## src/rtl/clk_div_mc.sv

```systemverilog
// Multi-channel programmable clock divider with glitch-free ratio reload and per-channel
// reset-release flags. Define CLK_DIV_MC_ODD50_EN for 50% duty on odd ratios.
module clk_div_mc #(
    parameter int unsigned NCH         = 2,
    parameter int unsigned DIV_W       = 8,
    parameter int unsigned DEFAULT_DIV = 13,
    parameter int unsigned RST_CYC     = 7
) (
    input  logic                   clk_in,
    input  logic                   rst,
    input  logic [NCH-1:0]         en,
    input  logic [NCH*DIV_W-1:0]   div_cfg,
    input  logic                   cfg_valid,
    output logic                   cfg_ready,
    output logic [NCH-1:0]         clk_out,
    output logic [NCH-1:0]         tick,
    output logic [NCH-1:0]         rst_out,
    output logic                   clk_cpy
);

    localparam logic [DIV_W-1:0] ONE      = DIV_W'(1);
    localparam logic [DIV_W-1:0] MIN_N    = DIV_W'(2);
    localparam logic [DIV_W-1:0] DEF_DIV  = DIV_W'(DEFAULT_DIV);
    localparam logic [DIV_W-1:0] DEF_LAST = ((DEF_DIV < MIN_N) ? MIN_N : DEF_DIV) - ONE;
    localparam int unsigned      RW       = (RST_CYC > 1) ? $clog2(RST_CYC) : 1;

    typedef enum logic [1:0] {StPark, StRun, StPend} ch_st_e;

    logic                 xfer;
    logic [NCH-1:0]       pend;
    logic [NCH*DIV_W-1:0] shadow_q;

    assign xfer      = cfg_valid & cfg_ready;
    assign cfg_ready = ~|pend;
    assign clk_cpy   = clk_in;

    always_ff @(posedge clk_in or negedge rst) begin
        if (!rst) begin
            shadow_q <= {NCH{DEF_DIV}};
        end else if (xfer) begin
            shadow_q <= div_cfg;
        end
    end

    for (genvar k = 0; k < NCH; k++) begin : g_ch
        ch_st_e           st_q, st_d;
        logic [DIV_W-1:0] div_q, div_d, c_q, c_d;
        logic [DIV_W-1:0] shad, n_cur, n_new, n_eff;
        logic             p_q, p_d, tick_q, tick_d, rdy_q, rdy_d;
        logic [RW-1:0]    cnt_q, cnt_d;
        logic             at_end, load;

        assign shad    = shadow_q[k*DIV_W +: DIV_W];
        assign n_cur   = (div_q < MIN_N) ? MIN_N : div_q;
        assign n_new   = (shad < MIN_N) ? MIN_N : shad;
        assign at_end  = (c_q == n_cur - ONE);
        // A pending ratio is taken at the period boundary, whether wrapping or parked.
        assign load    = (st_q == StPend) && at_end;
        assign pend[k] = (st_q == StPend);

        always_comb begin
            st_d = st_q;
            unique case (st_q)
                StPark:  if (xfer) st_d = StPend; else if (en[k]) st_d = StRun;
                StRun:   if (xfer) st_d = StPend; else if (at_end && !en[k]) st_d = StPark;
                StPend:  if (at_end) st_d = en[k] ? StRun : StPark;
                default: st_d = StPark;
            endcase
        end

        always_comb begin
            div_d = div_q;
            n_eff = n_cur;
            if (load) begin
                div_d = shad;
                n_eff = n_new;
            end
            if (at_end) c_d = en[k] ? '0 : n_eff - ONE;
            else        c_d = c_q + ONE;
            p_d    = (c_d < (n_eff >> 1));
            tick_d = en[k] & at_end;
            cnt_d  = cnt_q;
            rdy_d  = rdy_q;
            if (tick_q && !rdy_q) begin
                if (cnt_q == RW'(RST_CYC - 1)) rdy_d = 1'b1;
                else                           cnt_d = cnt_q + RW'(1);
            end
        end

        always_ff @(posedge clk_in or negedge rst) begin
            if (!rst) begin
                st_q   <= StPark;
                div_q  <= DEF_DIV;
                c_q    <= DEF_LAST;
                p_q    <= 1'b0;
                tick_q <= 1'b0;
                cnt_q  <= '0;
                rdy_q  <= 1'b0;
            end else begin
                st_q   <= st_d;
                div_q  <= div_d;
                c_q    <= c_d;
                p_q    <= p_d;
                tick_q <= tick_d;
                cnt_q  <= cnt_d;
                rdy_q  <= rdy_d;
            end
        end

`ifdef CLK_DIV_MC_ODD50_EN
        // Half-cycle extension of the high phase for odd ratios.
        logic pn_q;
        always_ff @(negedge clk_in or negedge rst) begin
            if (!rst) pn_q <= 1'b0;
            else      pn_q <= p_q & n_cur[0];
        end
        assign clk_out[k] = p_q | pn_q;
`else
        assign clk_out[k] = p_q;
`endif
        assign tick[k]    = tick_q;
        assign rst_out[k] = rdy_q;
    end

endmodule

```

## config.mk

```make
export PLATFORM = sky130hd
export DESIGN_NAME = clk_div_mc
export DESIGN_NICKNAME = d
export VERILOG_FILES = /design/src/rtl/clk_div_mc.sv
export SDC_FILE = /design/constraint.sdc
export NUM_CORES = 1
export LEC_CHECK = 0
export ABC_AREA = 1
export ABC_CLOCK_PERIOD_IN_PS = 4000
export BUFFER_PORTS_ARGS = -buffer_cell sky130_fd_sc_hd__buf_2
export CAP_MARGIN = 40
export CORE_UTILIZATION = 40
export DETAILED_ROUTE_END_ITERATION = 8
export REMOVE_ABC_BUFFERS = 1
export SLEW_MARGIN = 25
export SYNTH_ARGS = -nofsm -noshare
export SYNTH_HDL_FRONTEND = slang
export SYNTH_SLANG_ARGS = --single-unit
```

## constraint.sdc

```tcl
create_clock -name clk_in -period 4 [get_ports clk_in]
set_input_delay 0.4 -clock clk_in [delete_from_list [all_inputs] [get_ports clk_in]]
set_output_delay 0.4 -clock clk_in [all_outputs]
set_load 0.02 [all_outputs]
```

**Yosys cells after proc, flatten, opt, wreduce, memory -nomap -nowiden**

Cells that the tools add are included.

- Input bits: 21
- Flip-flop bits (word level): 64
- Logic and storage cells: 92
- Output and inout port bits: 8

- Equality and inequality tests: 14
- Order comparisons: 6
- Muxes and demuxes: 24
- Bitwise gates (word level): 5
- Reduce and logical (&&, ||, !) cells: 20
- Add/subtract/negate cells: 8

Operators by type and width:

| kind | count |
|---|---|
| 8-bit 2-to-1 mux | 10 |
| 8-bit by 2-bit less-than comparator with 1-bit output, second input constant | 4 |
| 8-bit by 1-bit subtractor with 8-bit output, second input constant | 4 |
| 2-bit 2-to-1 mux | 10 |
| 8-bit by 1-bit adder with 8-bit output, second input constant | 2 |
| 8-bit == test | 2 |
| 8-bit by 7-bit less-than comparator with 1-bit output | 2 |
| 3-bit inequality test, second input constant | 4 |
| 2-bit case mux with 3 select lines | 2 |
| 2-bit AND reduction | 4 |
| 3-bit by 1-bit adder with 3-bit output, second input constant | 2 |
| 3-bit == test, second input constant | 2 |
| 1-bit logical AND | 6 |
| 3-bit AND reduction | 2 |
| 1-bit logical NOT | 5 |
| 2-bit by 1-bit == test with 1-bit output, second input constant | 2 |
| 2-bit == test, second input constant | 2 |
| 2-bit logical NOT | 2 |
| 2-bit by 1-bit inequality test with 1-bit output, second input constant | 2 |
| 1-bit AND | 3 |
| 1-bit 2-to-1 mux | 2 |
| 1-bit NOT | 2 |
| 2-bit OR reduction | 1 |

**Logic depth before layout (Yosys ltp)**

Gate-level depths: netlist of run 1.

- Depth after elaboration: 10
- Depth in mapped cells: 32
- Mapped depth without buffers: 31

==> metrics.csv, run 1 <==
metric,value,unit
synthesized area,4360,um^2
vias in the first global route,3798,
"Hold Vio Cnt, Final",0,
final non-filler cell total,767,
routability congestion estimate from global placement,0.891,
I/O pin total,29,
Worst Hold Class,in -> reg,
Peak VDD IR,555,uV
number of synthesized flops with an enable pin,0,
Vias per Instance,4.94,
Critical Path RT,4.35,ns
Iter 0 DRT Violations,183,
DP Cell Count,731,
minimum clock period,3.75,ns
core area,10500,um^2
worst hold slack,0.168,ns
Synth cell types,43,
P&R area growth vs syn,18.6,%
largest net degree at the start of global routing,36,
CP max FO,7,
PnR worst setup slack,0.248,ns
Slew @ Worst Pin,0.577,ns
Worst Skew,0.00988,ns
initial antenna violation count,0,
post-synthesis sequential area ratio,37.2,%
Total Routing Usage GR,19.4,%
# rows,37,
die height,106,um
drt wl/cell,13.3,um
yosys warns,0,
final net count,669,
Startpoint Class,register,
max cap viols,0,
#FFs+latches synth,64,
commonest cells in the netlist,"nand2_1, inv_1, nor2_1",
Remaining DRCs,0,
Synth Instances,570,
CP Class,reg -> reg,
Crit. End Element,register,
drt pass-1 iters,4,
slowest CP cell,dfstp_2,
first-pass GRT wire length,17300,um
post-synth top area cell,dfrtp_1,
CP most frequent cell,nand2_1,
CTS tree,done,
Worst-path clk slew,0.08,ns
Setup Viol. Count Final,0,
status,"complete, no violations",
Slew HR,61.4,%
"Design Area, Final",5170,um^2
top post-synthesis cells by area,"dfrtp_1, nand2_1, dfstp_2, inv_1, ha_1",
PwrDens,671,nW/um^2
Placed Area,4670,um^2
DRT antenna net count,0,
"worst slack, placed",-0.0417,ns
DP Wirelength,7660,um
Critical Path AT,4.10,ns
via count,3787,
Tcrit/Tclk final,93.8,%
Syn Area/Cell,7.65,um^2
DRT Wirelength,10200,um
Max Freq,266,MHz
top cell type's share of synthesized area,27.5,%
Lkg Pwr,0.00250,uW
GR Overflow Total,0,
DIE WIDTH,106,um
"FFs w/ async S/R, synth",100,%
layout cells sized above 1,27.3,%
starting density of the core,41.7,%
Post-synth top flop,dfrtp_1,
clock latency on the worst-skew pair,0.46,ns
die footprint,11300,um^2
most common cell in the netlist,nand2_1,
fin util,49.4,%
n_diodes,0,
Final Slew Violations,0,
IO buf count,28,
CP max stage delay,0.59,ns
## stage by stage
stage               setup TNS, ns  total power [uW]
global placement          -0.0200              2710
floorplan                       0              2320
detailed placement        -0.0417              2730
global route              -0.0569              3800
CTS                             0              3360
finish                          0              3470
## sequential cells by signal (all words and copies together), names as in the netlist
| register | count |
|---|---|
| g_ch.rdy_q | 2 |
| g_ch.div_q | 16 |
| g_ch.c_q | 16 |
| g_ch.cnt_q | 6 |
| g_ch.tick_q | 2 |
| g_ch.p_q | 2 |
| shadow_q | 16 |
| g_ch.st_q | 4 |
## path summary, 6_finish.rpt
path                                               from                           to  slack [ns]  depth (start not counted)
min in group asynchronous                           rst        g_ch[1].p_q$_DFF_PN0_        0.41                          2
max in group asynchronous                           rst     shadow_q[10]$_DFFE_PN1P_        2.70                          4
max                        g_ch[1].div_q[3]$_DFFE_PN1N_        g_ch[1].p_q$_DFF_PN0_        0.25                         29
max reg2reg                g_ch[1].div_q[3]$_DFFE_PN1N_        g_ch[1].p_q$_DFF_PN0_        0.25                         29
min                                          div_cfg[1]      shadow_q[1]$_DFFE_PN0P_        0.17                          2
min reg2reg                 g_ch[1].st_q[1]$_DFFE_PN0P_  g_ch[1].st_q[1]$_DFFE_PN0P_        0.47                          1
## cells in the final DEF (no fill, tap or decap), types with 4 or more instances in the layout
master / Yosys / layout
o22ai_1: 5 / 4
nand3_1: 32 / 30
inv_2: 12 / 14
buf_2: 0 / 28
dfstp_2: 16 / 16
nor2_4: 4 / 8
nor2_2: 10 / 9
o21ai_0: 15 / 12
xnor2_1: 13 / 13
xor2_1: 10 / 10
clkbuf_8: 0 / 14
ha_1: 22 / 19
a21oi_1: 24 / 24
nand2_2: 16 / 23
inv_1: 78 / 75
nand3_2: 5 / 6
o21ai_1: 6 / 7
nand2_4: 3 / 4
nor2_1: 54 / 51
nand4_1: 28 / 28
buf_4: 7 / 22
dfrtp_1: 48 / 48
nand2_1: 126 / 118
## kinds of logic after synthesis
logic type,Yosys count,synth area share (%)
AOI/OAI and AO/OA,60,7.98
muxes,3,0.774
buffers and inverters,105,10.0
and+or+nand+nor,291,32.4
DFF,64,37.2
adders and majority gates,22,6.31
xor gates and xnor gates,25,5.36
## where the power goes
| group | internal, uW | total [uW] | switching [uW] |
|---|---|---|---|
| registers | 953 | 1190 | 240 |
| logic | 623 | 1650 | 1030 |
| clock network | 329 | 627 | 297 |
| total | 1910 | 3470 | 1560 |
## area by class of cell
type | count | area, um^2
clock buffers | 16 | 201
well taps | 136 | 170
clock inverters | 4 | 28.8
fillers | 1050 | 5290
multi-input cells | 402 | 2460
repair buffers | 52 | 342
flip-flops and latches | 64 | 1620
inverters | 93 | 353
## metal layers
layer	global-route usage, %	up-vias	wire, um
met5	0	-	0
met4	8.22	0	227
met3	4.23	17	277
met2	32.1	68	5020
met1	24.5	1761	4700
li1	-	1941	-
## worst max-delay path: cells and delay by family, from the launching register on
| kind | cells | cell delay, ns |
|---|---|---|
| flip-flops | 1 | 0.59 |
| AND/OR/NAND/NOR | 18 | 1.71 |
| AO/OA/AOI/OAI | 3 | 0.34 |
| adder cells (fa/ha/maj) | 3 | 0.64 |
| buffers and inverters | 5 | 0.39 |
## what timing repair did
action	in CTS	in global routing
endpoints found under the setup margin	1	2
gates cloned	0	1
pin swaps	0	20
buffers inserted	2	13
hold buffers	1	0
hold endpoints to repair	13	0
gates resized for setup	2	38
Note: power is estimated with default switching activity, not from simulation.
==> run 2, diff against run 1 <==
==> constraint.sdc (replaced) <==
create_clock -name clk_in -period 4 [get_ports clk_in]
set_input_delay 0.2 -clock clk_in [delete_from_list [all_inputs] [get_ports clk_in]]
set_output_delay 0.2 -clock clk_in [all_outputs]
set_load 0.02 [all_outputs]
==> run 2 against run 1 <==
Critical path depth is the same. Final cell count increased by 2.2%. Register-to-register slack about the same. Clock-buffer cell count unchanged. Clock power barely moved. Setup slack lost 0.0042 ns. First-iteration DRC count increased by 13%. Via count grew 1.8%. Sequential cell count unchanged. Die area unchanged.
==> metrics.csv, run 2 (synthesis results as in run 1) <==
metric,value,unit,change
Setup Viol. Count Final,0,,unchanged
R2R depth,29,,unchanged
PnR worst setup slack,0.243,ns,-0.00419 ns
GR Util met3,4.29,%,+0.061 points
slowest CP cell,dfstp_2,,
max cap viols,0,,unchanged
r2r startpoint,g_ch[1].div_q[3]$_DFFE_PN1N_,,
most frequent cells in the layout,"nand2_1, inv_1, nor2_1",,
CP Class,reg -> reg,,
"worst slack, placed",-0.0417,ns,unchanged
clock latency on the worst-skew pair,0.46,ns,about the same
DP Wirelength,7660,um,unchanged
Crit. End Element,register,,
initial antenna violation count,0,,unchanged
Critical Path AT,4.11,ns,about the same
PwrDens,653,nW/um^2,-2.7%
DP Cell Count,731,,unchanged
DIE WIDTH,106,um,unchanged
Worst Hold Class,in -> reg,,
DRT Wirelength,10400,um,+1.9%
vias in the first global route,3880,,+2.2%
Startpoint Class,register,,
Worst Skew,0.00850,ns,-0.00139 ns
I/O pin total,29,,unchanged
Worst-path clk slew,0.08,ns,about the same
hold path start,div_cfg[7],,
GR Overflow Total,0,,unchanged
die height,106,um,unchanged
Regs by FF count,"g_ch.c_q (16), g_ch.div_q (16), shadow_q (16)",,
n_diodes,0,,unchanged
first-pass GRT wire length,17700,um,+2.1%
Total Routing Usage GR,19.8,%,+0.37 points
"most common cell after layout, fill and taps aside",nand2_1,,
reg2reg end,g_ch[1].p_q$_DFF_PN0_,,
Max Freq,266,MHz,-0.11%
P&R area growth vs syn,22.5,%,
DRT antenna net count,0,,unchanged
Peak VDD IR,554,uV,about the same
largest net degree at the start of global routing,36,,unchanged
worst reg2reg setup slack,0.24,ns,about the same
Slew @ Worst Pin,0.576,ns,-0.00117 ns
# rows,37,,unchanged
die footprint,11300,um^2,unchanged
Iter 0 DRT Violations,206,,+13%
"Hold Vio Cnt, Final",0,,unchanged
IO buf count,28,,unchanged
hold path endpoint,shadow_q[7]$_DFFE_PN0P_,,
Final Slew Violations,0,,unchanged
routability congestion estimate from global placement,0.891,,unchanged
layout cells sized above 1,26.5,%,-0.72 points
worst hold slack,0.0255,ns,-0.143 ns
GR peak layer,met2,,
CP max stage delay,0.59,ns,about the same
CP max FO,7,,unchanged
Remaining DRCs,0,,unchanged
Lkg Pwr,0.00257,uW,+2.8%
Vias per Instance,4.92,,-0.39%
worst hold stages,3,,+1
Slew HR,61.5,%,+0.078 points
core area,10500,um^2,unchanged
starting density of the core,41.7,%,unchanged
drt wl/cell,13.3,um,-0.36%
final net count,686,,+2.5%
drt pass-1 iters,4,,unchanged
CP most frequent cell,nand2_1,,
met2 GRT Util,33.1,%,+0.93 points
Tcrit/Tclk final,93.9,%,+0.10 points
global-route track usage on met1,24.8,%,+0.31 points
final non-filler cell total,784,,+2.2%
CTS tree,done,,
status,"complete, no violations",,
minimum clock period,3.76,ns,+0.00419 ns
Critical Path RT,4.35,ns,about the same
via count,3856,,+1.8%
[run 2: changes by cell type in the layout (fill, tap and decap cells not counted), sizes merged]
cell	delta
dlygate4sd3	+17
[run 2: where the power goes]
group | switching (uW) | internal [uW]
logic | 1030 | 634
registers | 240 | 953
clock network | 300 | 330
[run 2: worst max path at each step]
stage	slack [ns]	startpoint	end	cells past startpoint
floorplan	0.37	g_ch[1].div_q[2]$_DFFE_PN1N_	g_ch[1].p_q$_DFF_PN0_	28
global placement	-0.02	g_ch[1].div_q[2]$_DFFE_PN1N_	g_ch[1].p_q$_DFF_PN0_	30
detailed placement	-0.04	g_ch[1].div_q[2]$_DFFE_PN1N_	g_ch[1].p_q$_DFF_PN0_	28
CTS	0.009	g_ch[1].div_q[3]$_DFFE_PN1N_	g_ch[1].p_q$_DFF_PN0_	30
global route	-0.05	g_ch[1].div_q[3]$_DFFE_PN1N_	g_ch[1].p_q$_DFF_PN0_	30
finish	0.24	g_ch[1].div_q[3]$_DFFE_PN1N_	g_ch[1].p_q$_DFF_PN0_	29
[run 2: stage by stage]
step	power [uW]	cell area (um^2)	util, %	TNS, ns
floorplan	2320	4280	-	0
global placement	2710	4650	44.4	-0.0200
finish	3490	5340	51.1	0
CTS	3380	5080	48.6	0
global route	3820	5340	51.1	-0.0574
detailed placement	2730	4670	44.6	-0.0417
[run 2: worst max-delay path: cells and delay by family, from the launching register on]
family                   cells  cell delay [ns]
buffers and inverters        5             0.39
flip-flops                   1             0.59
adder cells (fa/ha/maj)      3             0.64
AO/OA/AOI/OAI                3             0.34
AND/OR/NAND/NOR             18             1.70
[run 2: area by class of cell]
type,count,area [um^2]
sequential,64,1620
clock inverter,4,28.8
fill,1025,5120
tap,136,170
clock buffer,16,201
multi-input combinational,402,2460
timing repair buffer,69,512
inverter,93,353
[run 2: layer usage]
metal / share of wire (%) / up-vias / routed length, um
met5: 0 / - / 0
met4: 2.6 / 0 / 271
met3: 2.6 / 23 / 266
met2: 49 / 68 / 5120
met1: 46 / 1790 / 4740
li1: - / 1975 / -
[run 2: what timing repair did]
action | CTS | global route
setup endpoints to repair | 1 | 2
pin swaps | 0 | 20
cloned | 0 | 1
buffers inserted | 2 | 13
hold endpoints to repair | 29 | 1
hold buffers | 17 | 1
resized for setup | 2 | 38
